`src/rtl/alu_seq.sv`:
```
// Operand-fetch / writeback sequencer around the combinational Hmmm ALU.
// Optional feature: define ALU_SEQ_SAMEREG_EN to skip CAPY when rx == ry.
module alu_seq #(
  parameter int DATA_W = 16,
  parameter int REG_AW = 4
) (
  input  logic              clk_i,
  input  logic              rst_ni,
  input  logic              cmd_valid_i,
  output logic              cmd_ready_o,
  input  logic [2:0]        cmd_op_i,
  input  logic [REG_AW-1:0] cmd_rx_i,
  input  logic [REG_AW-1:0] cmd_ry_i,
  input  logic [REG_AW-1:0] cmd_rd_i,
  output logic [REG_AW-1:0] rf_raddr_o,
  input  logic [DATA_W-1:0] rf_rdata_i,
  output logic [DATA_W-1:0] tmp1_o,
  output logic [DATA_W-1:0] tmp2_o,
  output logic [2:0]        alu_op_o,
  output logic              alu_enable_o,
  input  logic [DATA_W-1:0] alu_result_i,
  input  logic              alu_zero_i,
  input  logic              alu_carry_i,
  input  logic              alu_sign_i,
  output logic              rf_we_o,
  output logic [REG_AW-1:0] rf_waddr_o,
  output logic [DATA_W-1:0] rf_wdata_o,
  output logic              flag_zero_o,
  output logic              flag_carry_o,
  output logic              flag_sign_o,
  output logic              done_o,
  output logic              err_o
);

  typedef enum logic [2:0] {IDLE, RDX, RDY, CAPY, EXEC, WB} state_e;

  state_e              state_q, state_d;
  logic [2:0]          op_q;
  logic [REG_AW-1:0]   rx_q, ry_q, rd_q, raddr_q;
  logic [DATA_W-1:0]   tmp1_q, tmp2_q, res_q;
  logic [2:0]          smp_flags_q, flags_q;
  logic                fault_q, fault_d;
  logic [DATA_W-1:0]   opa_d, opb_d;

  always_ff @(posedge clk_i or negedge rst_ni) begin
    if (!rst_ni) state_q <= IDLE;
    else         state_q <= state_d;
  end

  always_comb begin
    state_d      = state_q;
    cmd_ready_o  = 1'b0;
    alu_enable_o = 1'b0;
    done_o       = 1'b0;
    err_o        = 1'b0;
    rf_we_o      = 1'b0;
    case (state_q)
      IDLE: begin
        cmd_ready_o = 1'b1;
        if (cmd_valid_i) state_d = RDX;
      end
      RDX: state_d = RDY;
      RDY: begin
`ifdef ALU_SEQ_SAMEREG_EN
        state_d = (rx_q == ry_q) ? EXEC : CAPY;
`else
        state_d = CAPY;
`endif
      end
      CAPY: state_d = EXEC;
      EXEC: begin
        alu_enable_o = 1'b1;
        state_d      = WB;
      end
      WB: begin
        done_o  = 1'b1;
        err_o   = fault_q;
        rf_we_o = !fault_q && (rd_q != '0);
        state_d = IDLE;
      end
      default: state_d = IDLE;
    endcase
  end

  // r0 is hardwired to zero regardless of what the register file returns
  always_comb begin
    opa_d   = (rx_q == '0) ? '0 : rf_rdata_i;
    opb_d   = (ry_q == '0) ? '0 : rf_rdata_i;
    fault_d = (op_q >= 3'd5) || (((op_q == 3'd3) || (op_q == 3'd4)) && (tmp2_q == '0));
  end

  always_ff @(posedge clk_i or negedge rst_ni) begin
    if (!rst_ni) begin
      op_q        <= '0;
      rx_q        <= '0;
      ry_q        <= '0;
      rd_q        <= '0;
      raddr_q     <= '0;
      tmp1_q      <= '0;
      tmp2_q      <= '0;
      res_q       <= '0;
      smp_flags_q <= '0;
      flags_q     <= '0;
      fault_q     <= 1'b0;
    end else begin
      case (state_q)
        IDLE: begin
          if (cmd_valid_i) begin
            op_q    <= cmd_op_i;
            rx_q    <= cmd_rx_i;
            ry_q    <= cmd_ry_i;
            rd_q    <= cmd_rd_i;
            raddr_q <= cmd_rx_i;
          end
        end
        RDX: raddr_q <= ry_q;
        RDY: begin
          tmp1_q <= opa_d;
`ifdef ALU_SEQ_SAMEREG_EN
          if (rx_q == ry_q) tmp2_q <= opa_d;
`endif
        end
        CAPY: tmp2_q <= opb_d;
        EXEC: begin
          fault_q <= fault_d;
          if (!fault_d) begin
            res_q       <= alu_result_i;
            smp_flags_q <= {alu_zero_i, alu_carry_i, alu_sign_i};
          end
        end
        WB: begin
          if (!fault_q) flags_q <= smp_flags_q;
        end
        default: ;
      endcase
    end
  end

  assign rf_raddr_o   = raddr_q;
  assign tmp1_o       = tmp1_q;
  assign tmp2_o       = tmp2_q;
  assign alu_op_o     = op_q;
  assign rf_waddr_o   = rd_q;
  assign rf_wdata_o   = res_q;
  assign flag_zero_o  = flags_q[2];
  assign flag_carry_o = flags_q[1];
  assign flag_sign_o  = flags_q[0];

endmodule
```
`config.mk`:
```
export PLATFORM = sky130hd
export DESIGN_NAME = alu_seq
export DESIGN_NICKNAME = d
export VERILOG_FILES = /design/src/rtl/alu_seq.sv
export SDC_FILE = /design/constraint.sdc
export NUM_CORES = 1
export LEC_CHECK = 0
export CELL_PAD_IN_SITES_DETAIL_PLACEMENT = 0
export CELL_PAD_IN_SITES_GLOBAL_PLACEMENT = 1
export CORE_UTILIZATION = 34
export CTS_CLUSTER_DIAMETER = 200
export DETAILED_ROUTE_END_ITERATION = 7
export PLACE_DENSITY_LB_ADDON = 0.1
export SYNTH_ARGS = -nofsm -noshare
export SYNTH_HDL_FRONTEND = slang
export SYNTH_SLANG_ARGS = --single-unit
```
`constraint.sdc`:
```
create_clock -name clk_i -period 2.25 [get_ports clk_i]
set_input_delay 0.45 -clock clk_i [delete_from_list [all_inputs] [get_ports clk_i]]
set_output_delay 0.45 -clock clk_i [all_outputs]
set_load 0.03 [all_outputs]
```
== Word level (Yosys, flattened, before mapping) ==
Cells that the tools add are included.

* Add/sub/neg operators: 0
* Multiply operators: 0
* Divide/modulo/power cells: 0
* Order comparisons: 1
* Equality and inequality tests: 8
* Shifts and indexed selects: 0
* Multiplexer cells: 11
* Bitwise operators: 2
* Reduce and logical (&&, ||, !) cells: 15

{| class="wikitable"
|+ Operators with widths
! operator !! count
|-
| $mux W16 || 2
|-
| $logic_not A16 Y1 || 1
|-
| $pmux W3 S5 || 1
|-
| $eq A3 B2 Y1 const B || 3
|-
| $eq A3 B3 Y1 const B || 3
|-
| $logic_not A4 Y1 || 2
|-
| $pmux W4 S2 || 1
|-
| $reduce_and A2 Y1 || 4
|-
| $mux W1 || 5
|-
| $mux W4 || 1
|-
| $reduce_bool A4 Y1 || 1
|-
| $eq A3 B1 Y1 const B || 1
|-
| $ge A3 B3 Y1 const B || 1
|-
| $logic_not A3 Y1 || 1
|-
| $mux W3 || 1
|-
| $logic_and A1 B1 Y1 || 2
|-
| $logic_or A1 B1 Y1 || 2
|-
| $ne A2 B2 Y1 const B || 1
|-
| $not A1 Y1 || 2
|-
| $reduce_bool A2 Y1 || 1
|-
| $logic_not A1 Y1 || 1
|}

* Register bits after elaboration: 77
* Latch bits: 0
* RAM bits: 0
* Bits in read-only memories: 0
* Logic and storage cells: 49
* Memories kept: 0

== Logic depth before layout (Yosys ltp) ==
Gate-level depths: netlist of run 1.

* Depth after elaboration: 6
* Depth in mapped cells: 6

== Worst setup path before layout of run 1 ==
OpenSTA, ideal clock, no wires.

* Kind: register to output
* Start point: reg state_q[1]
* End point: out rf_we_o
* Data arrival time: 1.616 ns
* Required time: 1.800 ns
* Slack: 0.184 ns
* Cell stages (with the launch flop): 5
* Path buffers: 1
* Cells stage by stage: dfrtp_1 buf_2 and3b_1 nor2b_1 o41a_1

* Longest elaborated chain between the ends: 2

{| class="wikitable"
|+ RTL lines
! item !! line !! text
|-
| from (decl) || 37 || <nowiki>state_e state_q, state_d;</nowiki>
|-
| from (signal assigned) || 47 || <nowiki>else state_q <= state_d;</nowiki>
|-
| $eq A3 B3 Y1 || 57 || <nowiki>case (state_q)</nowiki>
|-
| $mux W1 || 57 ||
|-
| to (decl) || 25 || <nowiki>output logic rf_we_o,</nowiki>
|}

Every way passes these cells.

== Worst setup path in the final report of run 1 ==
* Start point: reg state_q[1]
* End point: out err_o

* Longest elaborated chain between the ends: 2

{| class="wikitable"
|+ RTL lines
! item !! line !! text
|-
| $eq A3 B3 Y1 || 57 ||
|-
| $mux W1 || 57 ||
|-
| to (decl) || 32 || <nowiki>output logic err_o</nowiki>
|}

Every way passes these cells.

==> summary.md, run 1 <==
| Metric | Value |
|---|---|
| GRT overflow | `0` |
| Post-DRT Antenna Nets | `0` |
| Commonest non-fill, non-tap cell in the layout | `clkdlybuf4s50_1` |
| Met2 usage | `between 20% and 30%` |
| WL/cell | `~17 µm` |
| Reg2reg path depth | `3` |
| Syn Std Cell Area | `a little over 3000 µm²` |
| Post-synth top flop | `dfrtp_1` |
| Die width | `slightly below 100 µm` |
| FP Rows | `34` |
| Yosys top cell area share | `between 60% and 70%` |
| H-tree levels | `3` |
| Slew HR | `26.6%` |
| Slack of the worst reg-to-reg path | `0.32 ns` |
| CP bufs+invs | `1` |
| Peak VDD IR | `roughly 0.00068 V` |
| Post-layout worst setup margin | `between 0.1 and 0.15 ns` |
| Hpwl dp | `roughly 5.2 mm` |
| Worst endpoint required time | `1.80 ns` |
| Util after Layout | `between 50% and 60%` |
| Sequential group share of total power | `between 30% and 40%` |
| Io pins | `between 100 and 150` |
| Reg-to-reg endpoint | `tmp2_o[4]` |
| Most used routing layer | `met2` |
| Initial antenna violation count | `0` |
| Critical Path Source Type | `flip-flop` |
| CTS tree | `built` |
| Core Box Area | `roughly 8700 µm²` |
| Fin cells | `roughly 440` |
| Int Power | `roughly 4.6 mW` |
| Area contributors post-synth | `dfrtp_1 (63%), mux2_4 (9.3%), a22o_1 (9.1%), mux2_2 (6.2%), nor4_1 (1.2%)` |
| Syn_area_per_cell | `between 15 and 20 µm²` |
| Post-Place Cells | `427` |
| Critical Path Source | `state_q[1]` |
| Crit-path cells | `and3b_1 -> and2_1 -> dlygate4sd2_1` |
| Fmax | `between 400 and 500 MHz` |
| CP Class | `reg2out` |
| Fraction of layout instances using a drive strength above 1 | `20.9%` |
| # port buffers | `119` |
| Starting Density | `35.3%` |
| Met3 Use GR | `under 10%` |
| Yosys warning count | `0` |
| Minimum clock period | `approximately 2.1 ns` |
| Vias in the first global route | `around 2,300` |
| Clk slew on worst S/H paths | `0.08 ns` |
| Library cells used by synthesis | `33` |
| Global-route wire length before repair | `12.5 mm` |
| GRT Total Usage | `roughly 17%` |
| Slew Viols, Final | `0` |
| Register area share after synthesis | `a little over three fifths` |
| CP endpoint kind | `output pin` |
| Post-route DRC | `0` |
| Vias/cell | `4.91` |
| Max stage delay on crit path | `between 0.5 and 0.6 ns` |
| Hold Fails Final Rpt | `0` |
| FILL cells | `about 760` |
| Postcts setup bufs | `0` |
| Post-synth ARST share | `100%` |
| RSZ-0062 raised after global routing | `no` |
| Placer Congestion | `around 0.69` |
| Area grow syn2layout | `50.4%` |
| Synth Instances | `~200` |
| Seq cells post-synth | `between 70 and 80` |
| Arr. time, crit path | `approximately 1.7 ns` |
| Setup Skew | `between 0.008 and 0.009 ns` |
| Sw power | `approximately 3.0 mW` |
| CTS Sinks | `77` |
| Final #Nets | `383` |
| First-iteration detailed-routing DRC count | `46` |
| Largest net degree at the start of global routing | `41` |
| Setup WS pre-CTS | `0.207 ns` |
| Routing usage on met1 | `a little under a quarter` |
| Clock share of power | `between 15 and 20%` |
| LEAKAGE | `2.03 nW` |
| Die height | `about 100 µm` |
| Area of the die | `around 9400 µm²` |
| Slowest-stage cell, CP | `dfrtp_1` |
| Worst Max-Slew Pin Slew | `roughly 1.1 ns` |
| Fin crit share | `about 94%` |
| Drt total wl | `between 7 and 8 mm` |
| Top delay family on crit path | `flip-flops` |
| Final setup vio count | `0` |
| 1st-pass router iterations | `4` |
| Outcome | `finished, final reports clean` |
| Sum Neg Setup Slack | `0 ns` |
| Root Driver | `clkbuf_8` |
| Post-synth top area cell | `dfrtp_1` |
| Ant. Diodes | `0` |
| Synth Net Count | `between 200 and 300` |
| Worst skew pair latency | `between 0.3 and 0.4 ns` |
| Post-synth EDFFs | `0` |
| TritonCTS Buffers | `9` |
| FF-to-FF Start | `state_q[2]` |
| Crit path max fanout | `9` |
| Clock buffer depth | `2` |
| Comb power frac | `51.0%` |
| Commonest non-fill, non-tap cells in the layout | `clkdlybuf4s50_1 (113), dfrtp_1 (77), a22o_1 (32), mux2_4 (19), mux2_2 (17)` |
| Pwr per Cell Area | `1640 nW/µm²` |
| Sw Ratio | `between 30% and 40%` |
| MaxCap Viol Count | `0` |
| Via count | `between 2,000 and 2,500` |
| Worst hold path type | `in2async` |
==> registers in the layout, summed over array words and instances, names as in the netlist, 4 cells and up <==
register    count
rf_wdata_o     16
tmp1_o         16
tmp2_o         16
rf_raddr_o      4
rf_waddr_o      4
rx_q            4
ry_q            4
==> synthesized netlist by cell type (all sizes together) (2+ instances only) <==
master	instances
nor4	6
a22o	32
nand3	3
nand2	10
nor3b	2
o21ai	5
buf	8
or3b	2
mux2	36
nor2	4
dfrtp	77
clkbuf	2
mux2i	3
nor3	2
==> logic make-up after synthesis <==
family / after synthesis / synth area share [%]
AOI/OAI and AO/OA: 40 / 10.8
and+or+nand+nor: 35 / 7.77
muxes: 39 / 16.5
buffers and inverters: 10 / 2.28
DFF: 77 / 62.7
==> layer usage <==
metal | routed length, µm | up-vias | part of all wire (%)
met4 | 90 | 0 | 1.2
met1 | 3580 | 1083 | 48
met2 | 3300 | 72 | 45
li1 | - | 1010 | -
met3 | 443 | 8 | 6.0
met5 | 0 | - | 0
==> timing repair <==
action / CTS / global route
gates resized for setup: 4 / 0
setup endpoints to repair: 4 / 0
hold endpoints to repair: 0 / 0
hold buffers: 0 / 0
==> per-stage QoR <==
step	hold slack (ns)	total power [mW]	cell area [µm²]
2_1_floorplan	0.154	4.93	3080
3_3_place_gp	0.463	6.46	4410
3_5_place_dp	0.462	6.50	4410
4_1_cts	0.0865	7.69	4630
5_1_grt	0.113	8.03	4630
6_report	0.0791	7.59	4630
==> power groups by stage <==
stage	sequential (mW)	combinational (mW)	clock (mW)
after global placement	2.55	3.91	0
after CTS	2.56	3.92	1.20
after global routing	2.65	4.10	1.28
final	2.55	3.87	1.17
after floorplan	3.50	1.43	0
after detailed placement	2.57	3.93	0
==> final cells by class <==
type	instances	area [µm²]	share of cell area [%]
multi-input combinational	114	1080	23.3
sequential	77	1930	41.6
timing repair buffer	128	1260	27.3
clock inverter	4	70.1	1.51
tap	108	135	2.92
clock buffer	12	155	3.35
==> worst max-delay path by stage <==
stage | to | slack [ns] | depth (start not counted)
2_1_floorplan | rf_we_o | 0.18 | 4
3_3_place_gp | err_o | 0.23 | 3
3_5_place_dp | err_o | 0.21 | 3
4_1_cts | err_o | 0.10 | 3
5_1_grt | rf_we_o | 0.003 | 4
6_report | err_o | 0.13 | 3
Power figures use the tool's default switching activity.
==> inputs of run 2 (changes only) <==
CTS_CLUSTER_SIZE = 30   (was not set)
GPL_ROUTABILITY_DRIVEN = 0   (was not set)
MAX_ROUTING_LAYER = met4   (was not set)
==> summary.md, run 2 (synthesis results as in run 1) <==
| Metric | Value |
|---|---|
| Largest net degree at the start of global routing | `slightly above 40` |
| Starting Density | `approximately a third` |
| CP bufs+invs | `1` |
| Arr. time, crit path | `1.67 ns` |
| FP Rows | `34` |
| Die height | `97.1 µm` |
| CP Class | `reg2out` |
| Sequential group share of total power | `roughly a third` |
| CTS tree | `built` |
| LEAKAGE | `2.03 nW` |
| Post-route DRC | `0` |
| Fmax | `~470 MHz` |
| Die width | `97.1 µm` |
| Fin crit share | `around 94%` |
| Most used routing layer | `met2` |
| Root Driver | `clkbuf_8` |
| MaxCap Viol Count | `0` |
| Crit path max fanout | `9` |
| Hold Fails Final Rpt | `0` |
| Worst endpoint required time | `between 1.5 and 2 ns` |
| Peak VDD IR | `between 0.0006 and 0.0007 V` |
| Sum Neg Setup Slack | `0 ns` |
| Worst hold slack | `a little over 0.08 ns` |
| Post-Place Cells | `427` |
| Crit-path cells | `and3b_1 -> and2_1 -> dlygate4sd2_1` |
| # port buffers | `~120` |
| WL/cell | `about 17 µm` |
| Met2 usage | `around a quarter` |
| Slack of the worst reg-to-reg path | `0.33 ns` |
| First-iteration detailed-routing DRC count | `36` |
| Slew Viols, Final | `0` |
| Pwr per Cell Area | `roughly 1600 nW/µm²` |
| Slowest-stage cell, CP | `dfrtp_1` |
| Ant. Diodes | `0` |
| Reg2reg path depth | `3` |
| H-tree levels | `3` |
| Critical Path Source | `state_q[1]` |
| 1st-pass router iterations | `4` |
| FF-to-FF Start | `state_q[2]` |
| Max stage delay on crit path | `between 0.5 and 0.6 ns` |
| Critical Path Source Type | `flip-flop` |
| Worst hold path type | `in2async` |
| Sw Ratio | `38.9%` |
| Slew HR | `between 20% and 30%` |
| TritonCTS Buffers | `9` |
| Top delay family on crit path | `flip-flops` |
| Outcome | `finished, final reports clean` |
| Post-DRT Antenna Nets | `0` |
| Clock share of power | `roughly 15%` |
| GRT Total Usage | `17.4%` |
| Fin cells | `443` |
| Reg-to-reg endpoint | `tmp2_o[4]` |
| Worst skew pair latency | `0.33 ns` |
| Global-route wire length before repair | `~12 mm` |
| RSZ-0062 raised after global routing | `no` |
| Clk slew on worst S/H paths | `0.08 ns` |
| GRT overflow | `0` |
| Drt total wl | `approximately 7.4 mm` |
| Via count | `around 2,200` |
| Postcts setup bufs | `0` |
| Core Box Area | `8720 µm²` |
| Commonest non-fill, non-tap cell in the layout | `clkdlybuf4s50_1` |
| Final Power | `7.59 mW` |
| Final #Nets | `roughly 380` |
| Vias/cell | `~4.9` |
| Commonest non-fill, non-tap cells in the layout | `clkdlybuf4s50_1 (113), dfrtp_1 (77), a22o_1 (32), mux2_4 (19), mux2_2 (17)` |
| Hpwl dp | `5.22 mm` |
| Fraction of layout instances using a drive strength above 1 | `20.9%` |
| Worst Max-Slew Pin Slew | `about 1.1 ns` |
| Routing usage on met1 | `24.6%` |
| Final setup vio count | `0` |
| Comb power frac | `about half` |
| Minimum clock period | `2.12 ns` |
| Area grow syn2layout | `50.4%` |
| Met3 Use GR | `around 3.6%` |
| Int Power | `between 4 and 5 mW` |
| Vias in the first global route | `between 2,000 and 2,500` |
| FILL cells | `roughly 760` |
| CP endpoint kind | `output pin` |
| Sw power | `2.96 mW` |
| Setup Skew | `between 0.007 and 0.008 ns` |
| CTS Sinks | `between 70 and 80` |
| Clock buffer depth | `2` |
| Initial antenna violation count | `0` |
| Area of the die | `between 9000 and 10,000 µm²` |
| Io pins | `between 100 and 150` |
[run 2: cell counts in the layout (fill, tap and decap cells not counted)]
No cell type changed its count.
[run 2: what timing repair did]
item,CTS,global route
resized for setup,4,0
hold buffers,0,0
setup endpoints to repair,4,0
[run 2: worst max path at each step]
stage | cells past startpoint | endpoint
floorplan | 4 | rf_we_o
global placement | 3 | err_o
detailed placement | 3 | err_o
CTS | 3 | err_o
global route | 4 | rf_we_o
finish | 3 | err_o
[run 2: cell type report]
class | count | area, µm² | share of cell area [%]
sequential | 77 | 1930 | 41.6
timing repair buffer | 128 | 1260 | 27.3
multi-input combinational | 114 | 1080 | 23.3
clock buffer | 12 | 155 | 3.35
tap | 108 | 135 | 2.92
clock inverter | 4 | 70.1 | 1.51
[run 2: power groups by stage]
| stage | sequential (mW) | combinational, mW | clock, mW |
|---|---|---|---|
| global placement | 2.55 | 3.91 | 0 |
| finish | 2.56 | 3.87 | 1.17 |
| global route | 2.65 | 4.09 | 1.28 |
| CTS | 2.56 | 3.92 | 1.20 |
| detailed placement | 2.57 | 3.93 | 0 |
| floorplan | 3.50 | 1.43 | 0 |
[run 2: metrics by stage]
stage | area [µm²] | util, % | worst slack, ns
5_1_grt | 4630 | 53.1 | 0.00316
3_3_place_gp | 4410 | 50.5 | 0.228
2_1_floorplan | 3080 | - | 0.184
3_5_place_dp | 4410 | 50.5 | 0.207
6_report | 4630 | 53.1 | 0.134
4_1_cts | 4630 | 53.1 | 0.104
[run 2: per-layer routing]
layer | vias up | share of wire, % | routed length (µm)
met5 | - | 0 | 0
met4 | 0 | 0.89 | 66
met3 | 8 | 5.6 | 411
met2 | 77 | 45 | 3310
met1 | 1066 | 49 | 3600
li1 | 1009 | - | -
[run 2: worst reg2reg max path: cells and delay by family, from the launching register on]
family / cells / cell delay (ns)
AO/OA/AOI/OAI: 1 / 0.26
flip-flops: 1 / 0.48
AND/OR/NAND/NOR: 2 / 1.11
==> inputs of run 3 (changes only) <==
CORE_UTILIZATION = 35   (was 34)
DONT_BUFFER_PORTS = 1   (was not set)
==> summary.md, run 3 (synthesis results as in run 1) <==
| Metric | Value |
|---|---|
| CTS tree | `built` |
| Worst Max-Slew Pin Slew | `approximately 1.1 ns` |
| Post-DRT Antenna Nets | `0` |
| WL/cell | `20.1 µm` |
| Commonest non-fill, non-tap cell in the layout | `dfrtp_1` |
| Initial antenna violation count | `0` |
| FILL cells | `approximately 770` |
| Crit path depth | `5` |
| First-iteration detailed-routing DRC count | `between 70 and 80` |
| Area grow syn2layout | `11.9%` |
| Hold Fails Final Rpt | `0` |
| RSZ-0062 raised after global routing | `no` |
| Worst skew pair latency | `between 0.3 and 0.4 ns` |
| Slowest-stage cell, CP | `nor4_1` |
| Top delay family on crit path | `simple AND/OR/NAND/NOR gates` |
| Fmax | `about 460 MHz` |
| Critical Path Source Type | `flip-flop` |
| Vias in the first global route | `between 1,500 and 2,000` |
| Starting Density | `between 30% and 40%` |
| Worst hold path type | `in2async` |
| 1st-pass router iterations | `4` |
| Crit path max fanout | `11` |
| CP Class | `reg2reg` |
| Minimum clock period | `2.15 ns` |
| Fin crit share | `~96%` |
| Vias/cell | `approximately 5.5` |
| Die height | `95.7 µm` |
| Ant. Diodes | `0` |
| Peak VDD IR | `about 0.00072 V` |
| Die width | `around 96 µm` |
| GRT overflow | `0` |
| LEAKAGE | `1.55 nW` |
| Via count | `approximately 1,800` |
| Hpwl dp | `about 4.5 mm` |
| Reg2reg path depth | `5` |
| Core Box Area | `8340 µm²` |
| CTS Sinks | `77` |
| FP Rows | `33` |
| Slew HR | `about 26%` |
| Commonest non-fill, non-tap cells in the layout | `dfrtp_1 (74), a22o_1 (32), mux2_4 (19), mux2_2 (17), buf_4 (12)` |
| Drt total wl | `roughly 6.5 mm` |
| Postcts setup bufs | `0` |
| H-tree levels | `3` |
| CP endpoint kind | `flip-flop` |
| Worst hold slack | `between 0.007 and 0.008 ns` |
| Clock buffer depth | `2` |
| Io pins | `120` |
| Global-route wire length before repair | `10.2 mm` |
| Max stage delay on crit path | `roughly 0.6 ns` |
| Fraction of layout instances using a drive strength above 1 | `between 30% and 40%` |
| Largest net degree at the start of global routing | `between 70 and 80` |
| Pwr per Cell Area | `1850 nW/µm²` |
| GRT Total Usage | `around 16%` |
| Crit-path cells | `nor4_1 -> and4_1 -> o21ai_2 -> buf_4 -> mux2_4` |
| Clk slew on worst S/H paths | `approximately 0.080 ns` |
| Worst endpoint required time | `2.47 ns` |
| Arr. time, crit path | `about 2.4 ns` |
| Final setup vio count | `0` |
| Final #Nets | `about 270` |
| Area of the die | `slightly above 9000 µm²` |
| Setup Skew | `around 0.0079 ns` |
| MaxCap Viol Count | `0` |
| Slew Viols, Final | `0` |
| CP bufs+invs | `1` |
| Root Driver | `clkbuf_8` |
| Sum Neg Setup Slack | `0 ns` |
| Util after Layout | `between 40 and 50%` |
| TritonCTS Buffers | `9` |
| Post-route DRC | `0` |
| # port buffers | `0` |
| Outcome | `finished, final reports clean` |
==> run 3: metrics by stage <==
step | total power, mW | setup WS, ns | cell area (µm²) | std cells
2_1_floorplan | 4.93 | 0.184 | 3080 | 201
5_1_grt | 6.74 | 0.0281 | 3440 | 323
3_5_place_dp | 5.38 | 0.119 | 3230 | 308
3_3_place_gp | 5.31 | 0.119 | 3230 | 308
4_1_cts | 6.39 | 0.0439 | 3410 | 322
6_report | 6.35 | 0.0962 | 3440 | 323
==> run 3: area by class of cell <==
type	count	area [µm²]	area share, %
multi-input cells	114	1080	31.4
repair buffers	13	118	3.42
flip-flops and latches	77	1930	56.1
clock inverters	2	35.0	1.02
clock buffers	12	145	4.22
well taps	105	131	3.82
==> run 3: what timing repair did <==
item,4_1_cts,5_1_grt
resized for setup,2,2
endpoints found under the hold margin,77,77
endpoints found under the setup margin,1,1
==> run 3: path summary, 6_finish.rpt <==
kind | start | end | slack, ns
max in group asynchronous | rst_ni | state_q[1] | 1.93
hold / removal | rst_ni | rf_wdata_o[15] | 0.008
setup / recovery | tmp2_o[13] | smp_flags_q[1] | 0.1
min in group clk_i | rf_rdata_i[10] | tmp2_o[10] | 0.25
hold reg to reg | rx_q[3] | rx_q[3] | 0.50
setup reg to reg | tmp2_o[13] | smp_flags_q[1] | 0.1
==> run 3: routing by layer <==
metal  wire (µm)  vias to the layer above  share of wire, %  global-route usage (%)
met3         586                        2               9.0                    6.32
met2        3210                       99                49                    24.5
li1            -                      770                 -                       -
met5           0                        -                 0                       -
met1        2700                      891                41                    18.4
met4           2                        0             0.031                    4.60
==> run 3: where the power goes <==
group	internal [mW]	total (mW)	switching, mW
clock	0.531	0.985	0.455
sequential	2.05	3.65	1.60
combinational	0.976	1.72	0.742
total	3.56	6.35	2.80
